--- src/rtl/pll_lock_sequencer.sv ---
// Bring-up sequencer for the on-chip digital PLL: DCO reset, frequency sweep, loop-gain schedule and lock supervision.
// Define PLL_SEQ_HOLDOVER_EN to add the HOLD state (lock retained for up to 4 windows after a lock loss).
module pll_lock_sequencer #(
    parameter int WIN_LOG2  = 6,
    parameter int ERR_LOCK  = 4,
    parameter int ERR_LOSE  = 16,
    parameter int LOCK_WINS = 4,
    parameter int GAIN_FAST = 1,
    parameter int GAIN_SLOW = 5
) (
    input  logic       i_sys_clk,
    input  logic       i_rst,
    input  logic       i_enable,
    input  logic       i_phase_error,
    input  logic       i_lead_or_lag,
    input  logic [7:0] i_step_min,
    input  logic [7:0] i_step_max,
    output logic [7:0] o_freq_step,
    output logic [2:0] o_loop_gain,
    output logic       o_pll_rst,
    output logic       o_locked,
    output logic [2:0] o_state
);
    localparam int CW = WIN_LOG2 + 1;
    localparam int GW = $clog2(LOCK_WINS + 1);

    typedef enum logic [2:0] {
        IDLE   = 3'd0,
        RSTP   = 3'd1,
        SWEEP  = 3'd2,
        ACQ    = 3'd3,
        LOCKED = 3'd4,
        HOLD   = 3'd5
    } state_t;

    state_t              state_q, state_d;
    logic                rstp_q, rstp_d;
    logic [WIN_LOG2-1:0] win_q, win_d;
    logic [CW-1:0]       err_q, err_d, lead_q, lead_d, lag_q, lag_d;
    logic [CW-1:0]       err_now, lead_now, lag_now;
    logic [GW-1:0]       good_cnt_q, good_cnt_d;
    logic [1:0]          miss_q, miss_d;
    logic [7:0]          step_q, step_d;
    logic [2:0]          gain_q, gain_d;
    logic                active, eval, good, bad;

    function automatic logic [CW-1:0] sat_inc(input logic [CW-1:0] v, input logic en);
        if (en && (v != {CW{1'b1}})) return v + CW'(1);
        return v;
    endfunction

    always_ff @(posedge i_sys_clk) begin
        if (i_rst) begin
            state_q    <= IDLE;
            rstp_q     <= 1'b0;
            win_q      <= '0;
            err_q      <= '0;
            lead_q     <= '0;
            lag_q      <= '0;
            good_cnt_q <= '0;
            miss_q     <= '0;
            step_q     <= i_step_min;
            gain_q     <= 3'(GAIN_FAST);
        end else begin
            state_q    <= state_d;
            rstp_q     <= rstp_d;
            win_q      <= win_d;
            err_q      <= err_d;
            lead_q     <= lead_d;
            lag_q      <= lag_d;
            good_cnt_q <= good_cnt_d;
            miss_q     <= miss_d;
            step_q     <= step_d;
            gain_q     <= gain_d;
        end
    end

    always_comb begin
        active     = (state_q != IDLE) && (state_q != RSTP);
        // The evaluation cycle's own sample is folded into the window result.
        err_now    = sat_inc(err_q, i_phase_error);
        lead_now   = sat_inc(lead_q, i_phase_error & i_lead_or_lag);
        lag_now    = sat_inc(lag_q, i_phase_error & ~i_lead_or_lag);
        eval       = active && (win_q == {WIN_LOG2{1'b1}});
        good       = int'(err_now) <= ERR_LOCK;
        bad        = int'(err_now) > ERR_LOSE;

        state_d    = state_q;
        rstp_d     = rstp_q;
        good_cnt_d = good_cnt_q;
        miss_d     = miss_q;
        step_d     = step_q;
        gain_d     = gain_q;
        win_d      = active ? win_q + WIN_LOG2'(1) : '0;
        err_d      = (active && !eval) ? err_now : '0;
        lead_d     = (active && !eval) ? lead_now : '0;
        lag_d      = (active && !eval) ? lag_now : '0;

        case (state_q)
            IDLE: begin
                step_d = i_step_min;
                gain_d = 3'(GAIN_FAST);
                if (i_enable) begin
                    state_d = RSTP;
                    rstp_d  = 1'b0;
                end
            end
            RSTP: begin
                step_d = i_step_min;
                rstp_d = 1'b1;
                if (rstp_q) begin
                    state_d = SWEEP;
                    rstp_d  = 1'b0;
                end
            end
            SWEEP: begin
                if (eval) begin
                    if (!bad) begin
                        state_d    = ACQ;
                        good_cnt_d = '0;
                    end else if (i_step_min > i_step_max) begin
                        step_d = i_step_min;
                    end else if (lead_now > lag_now) begin
                        step_d = (step_q > i_step_min) ? step_q - 8'd1 : i_step_min;
                    end else begin
                        step_d = (step_q < i_step_max) ? step_q + 8'd1 : i_step_max;
                    end
                end
            end
            ACQ: begin
                if (eval) begin
                    if (good) begin
                        if (int'(good_cnt_q) + 1 == LOCK_WINS) begin
                            good_cnt_d = '0;
                            if (int'(gain_q) < GAIN_SLOW) begin
                                gain_d = gain_q + 3'd1;
                            end else begin
                                state_d = LOCKED;
                                miss_d  = '0;
                            end
                        end else begin
                            good_cnt_d = good_cnt_q + GW'(1);
                        end
                    end else if (bad) begin
                        good_cnt_d = '0;
                        gain_d     = 3'(GAIN_FAST);
                        state_d    = SWEEP;
                    end else begin
                        good_cnt_d = '0;
                    end
                end
            end
            LOCKED: begin
                if (eval) begin
                    if (bad) begin
                        if (miss_q == 2'd1) begin
                            miss_d = '0;
`ifdef PLL_SEQ_HOLDOVER_EN
                            state_d = HOLD;
`else
                            state_d    = ACQ;
                            gain_d     = 3'(GAIN_FAST);
                            good_cnt_d = '0;
`endif
                        end else begin
                            miss_d = miss_q + 2'd1;
                        end
                    end else begin
                        miss_d = '0;
                    end
                end
            end
`ifdef PLL_SEQ_HOLDOVER_EN
            HOLD: begin
                if (eval) begin
                    if (good) begin
                        state_d = LOCKED;
                        miss_d  = '0;
                    end else if (miss_q == 2'd3) begin
                        miss_d     = '0;
                        state_d    = ACQ;
                        gain_d     = 3'(GAIN_FAST);
                        good_cnt_d = '0;
                    end else begin
                        miss_d = miss_q + 2'd1;
                    end
                end
            end
`endif
            default: state_d = IDLE;
        endcase

        // Dropping the run request overrides every transition above.
        if (!i_enable) begin
            state_d    = IDLE;
            rstp_d     = 1'b0;
            win_d      = '0;
            err_d      = '0;
            lead_d     = '0;
            lag_d      = '0;
            good_cnt_d = '0;
            miss_d     = '0;
            step_d     = i_step_min;
            gain_d     = 3'(GAIN_FAST);
        end
    end

    assign o_freq_step = step_q;
    assign o_loop_gain = gain_q;
    assign o_pll_rst   = (state_q == IDLE) || (state_q == RSTP);
    assign o_locked    = (state_q == LOCKED) || (state_q == HOLD);
    assign o_state     = state_q;
endmodule

--- config.mk ---
export PLATFORM = sky130hd
export DESIGN_NAME = pll_lock_sequencer
export DESIGN_NICKNAME = d
export VERILOG_FILES = /design/src/rtl/pll_lock_sequencer.sv
export SDC_FILE = /design/constraint.sdc
export NUM_CORES = 1
export LEC_CHECK = 0
export BUFFER_PORTS_ARGS = -buffer_cell sky130_fd_sc_hd__buf_2
export CORE_ASPECT_RATIO = 1.1
export CORE_MARGIN = 1.5
export CORE_UTILIZATION = 24
export CTS_CLUSTER_SIZE = 25
export DETAILED_ROUTE_END_ITERATION = 10
export PLACE_DENSITY = 0.45
export SYNTH_ARGS = -nofsm -noshare
export SYNTH_HDL_FRONTEND = slang
export SYNTH_SLANG_ARGS = --single-unit
--- constraint.sdc ---
create_clock -name i_sys_clk -period 10.69 [get_ports i_sys_clk]
set_input_delay 1.6035 -clock i_sys_clk [delete_from_list [all_inputs] [get_ports i_sys_clk]]
set_output_delay 1.6035 -clock i_sys_clk [all_outputs]
set_load 0.05 [all_outputs]
==> flow_metrics.py <==
metrics = {
    "yosys": {
        "ys_seq_area_share_pct": 29.3,
        "synthMuxAreaShare_pct": 2.66,
        "syn-instance-count": 421,
        "synth_area_per_cell_sq_um": 8.27,
        "ys.flop_type": "dfxtp_1",
        "synthesis.nets": 481,
        "synth_edf_count": 8,
        "synth_adder_area_share_pct": 14.0,
        "synth_top_family_by_area": "simple AND/OR/NAND/NOR gates",
        "synth-compound-area-share_pct": 19.9,
        "syn_area_sq_mm": 0.00348,
        "synth_cell_types": 60,
        "synth_top_area_share_pct": 22.4,
        "ys_top_cells_by_area": "dfxtp_1 22%, ha_1 14%, edfxtp_1 6.9%",
        "yosys_warnings": 0,
        "yosys.area_share.simple_pct": 22.0,
        "synthTopCellsByCount": "39 x dfxtp_1, 39 x ha_1, 37 x nor2_1",
        "ys_ff_latch": 47,
        "synthArstFlopShare_pct": 0,
        "synthXorXnorAreaFrac_pct": 7.29,
        "yosysTopAreaCell": "dfxtp_1",
    },
    "pwr": {
        "powerDensity_mw_per_mm2": 107,
        "p_total_mw": 0.429,
        "p_int_mw": 0.309,
        "p_leak_nw": 1.67,
        "seqPwrFrac_pct": 44.4,
        "switching_share_pct": 28.0,
        "peakVddDrop_v": 0.0000526,
        "clkPwrFrac_pct": 39.1,
        "combPwrFrac_pct": 16.5,
        "switching_power_mw": 0.120,
    },
    "timing": {
        "min_period_ps": 4890,
        "setup_slack_ps": 5800,
        "slew_headroom_pct": 30.3,
        "skew_ps": 5.00,
        "tightest_slew_ps": 1040,
        "rsz0062_at_grt": "no",
        "drv_slew": 0,
        "final.setup.tns_ps": 0,
        "setup_viol_count_final": 0,
        "whs_ps": 448,
        "finalCritPeriodShare_pct": 45.7,
        "max_freq_mhz": 204,
        "hold_viol_final": 0,
    },
    "clock_tree": {
        "cts_hold_buf": 0,
        "cts_tree": "built",
        "clkSinkCount": 47,
        "clock_latency_ps": 290,
        "ctsResizeCount": 0,
        "htree_levels": 2,
        "postCtsSetupBuffers": 0,
        "root_buffer": "clkbuf_16",
        "clk_path_buf_depth": 2,
        "clk_pin_slew_worst_paths_ps": 70,
        "cts_buffers": 5,
    },
    "setup_path": {
        "required_ps": 10730,
        "critical_path_arrival_ps": 4930,
        "path_class": "primary input to flip-flop",
        "path_cells": "buf_2, inv_1, a211oi_1, nand4_1, nor2_1, xor2_1, ha_1, a21o_1, a21oi_1, nand2b_1, o21ai_0, o21ai_1, a222oi_1, inv_1",
        "crit_start": "i_phase_error",
        "cpMostUsedCell": "inv_1",
        "worstSetupEndpointType": "flip-flop",
        "crit-reg2reg-launch": "lead_q[0]$_SDFF_PP0_",
        "crit_path_max_fanout": 11,
        "start_kind": "primary input",
        "cp_slowest_cell": "a211oi_1",
        "max_stage_delay_ps": 600,
    },
    "final_layout": {
        "drive_above_1_share_pct": 12.2,
        "num_antenna_cells": 0,
        "syn_to_final_growth_pct": 14.7,
        "fin_util_pct": 28.0,
        "fillers": 1556,
        "nets": 509,
    },
    "hold_path": {
        "min-delay-start": "miss_q[1]$_SDFFE_PN0P_",
        "hp-class": "flip-flop to flip-flop",
    },
    "die": {
        "die_w_microns": 118,
        "die_h_microns": 129,
        "die_area_sq_mm": 0.0152,
        "initial_core_util_pct": 24.4,
        "ios": 37,
        "core-area_sq_mm": 0.0143,
        "num_rows": 46,
    },
    "placed_design": {
        "dp_slack_ps": 5480,
        "numPortBuffers": 36,
        "globalplace.congestion": 0.831,
        "hpwl_microns": 6550,
    },
    "flow_run": {
        "cap_viol_max_count": 0,
    },
    "global_route": {
        "grt_pass1_wl_microns": 14300,
        "grt_max_degree": 20,
        "track_usage_pct": 11.4,
        "grt_overflow": 0,
        "antenna_found_initial": 0,
        "grt_pass1_vias": 2924,
    },
    "drt": {
        "drc_errors": 0,
        "antenna_left": 0,
        "vias_per_cell": 4.79,
        "wl_per_cell_microns": 13.2,
        "drt_iter0_markers": 148,
        "postRouteWirelength_microns": 8480,
        "detail_route.first_pass.iterations": 4,
        "vias": 3076,
    },
    "run_status": {
        "status": "finished clean",
    },
}
-- metal layers --
layer	GRT usage, %	vias to the layer above	part of all wire, %
li1	-	1581	-
met1	15.2	1430	48
met2	19.1	59	47
met3	1.80	6	3.1
met4	3.52	0	1.2
met5	0	-	0
-- power groups by stage --
| stage | logic [mW] | registers [mW] | clock network [mW] |
|---|---|---|---|
| 4_1_cts | 0.0712 | 0.190 | 0.174 |
| 2_1_floorplan | 0.0451 | 0.199 | 0 |
| 3_5_place_dp | 0.0708 | 0.194 | 0 |
| 3_3_place_gp | 0.0698 | 0.194 | 0 |
| 5_1_grt | 0.0796 | 0.191 | 0.181 |
| 6_report | 0.0708 | 0.190 | 0.168 |
-- sequential cells by signal, summed over array words and instances (netlist names) --
name	cells
lag_q	7
miss_q	2
o_state	3
err_q	7
rstp_q	1
o_freq_step	8
lead_q	7
win_q	6
good_cnt_q	3
o_loop_gain	3
-- area by class of cell --
type | count | area [sq um] | share of cell area, %
Clock buffer | 8 | 156 | 3.91
Multi-Input combinational cell | 332 | 2290 | 57.4
Timing Repair Buffer | 37 | 188 | 4.70
Tap cell | 192 | 240 | 6.01
Inverter | 26 | 97.6 | 2.44
Sequential cell | 47 | 1020 | 25.5
-- cells by family (layout without fill, tap and decap cells) --
logic type | Yosys count | in the layout
xor gates and xnor gates | 29 | 29
and+or+nand+nor | 153 | 153
DFF | 47 | 47
AOI/OAI and AO/OA | 102 | 102
adders and majority gates | 39 | 39
buffers and inverters | 42 | 71
muxes | 9 | 9
-- placed cells by master, fill, tap and decap left out, drive strengths merged, types with 5 or more instances in the layout --
master	count
o21ai	25
a211oi	5
a22oi	5
inv	26
nand3	16
nand2	36
nor2b	12
xor2	16
ha	39
nor3	13
a21o	8
xnor2	13
nor2	37
a31oi	6
dfxtp	39
a21oi	23
and3	10
clkbuf	8
nand2b	5
buf	37
edfxtp	8
or3	5
mux2i	7
-- final timing paths --
kind / to / slack, ps / cells after the start
hold reg to reg: miss_q[1]$_SDFFE_PN0P_ / 450 / 1
setup / recovery: o_freq_step[2]$_DFFE_PP_ / 5800 / 14
setup reg to reg: o_freq_step[2]$_DFFE_PP_ / 6490 / 15
hold / removal: miss_q[1]$_SDFFE_PN0P_ / 450 / 1
-- critical path: cells and delay by family --
kind,cells,cell delay (ps)
XOR/XNOR,1,210
buffers and inverters,3,390
adder cells (fa/ha/maj),1,280
AO/OA/AOI/OAI,6,2000
AND/OR/NAND/NOR,3,460
-- through the flow --
stage                     instances  instance area (sq um)
after floorplan                 421                   3480
after global placement          634                   3840
after detailed placement        634                   3840
after CTS                       642                   4000
after global routing            642                   4000
final                           642                   4000
Note: power is estimated with default switching activity, not from simulation.
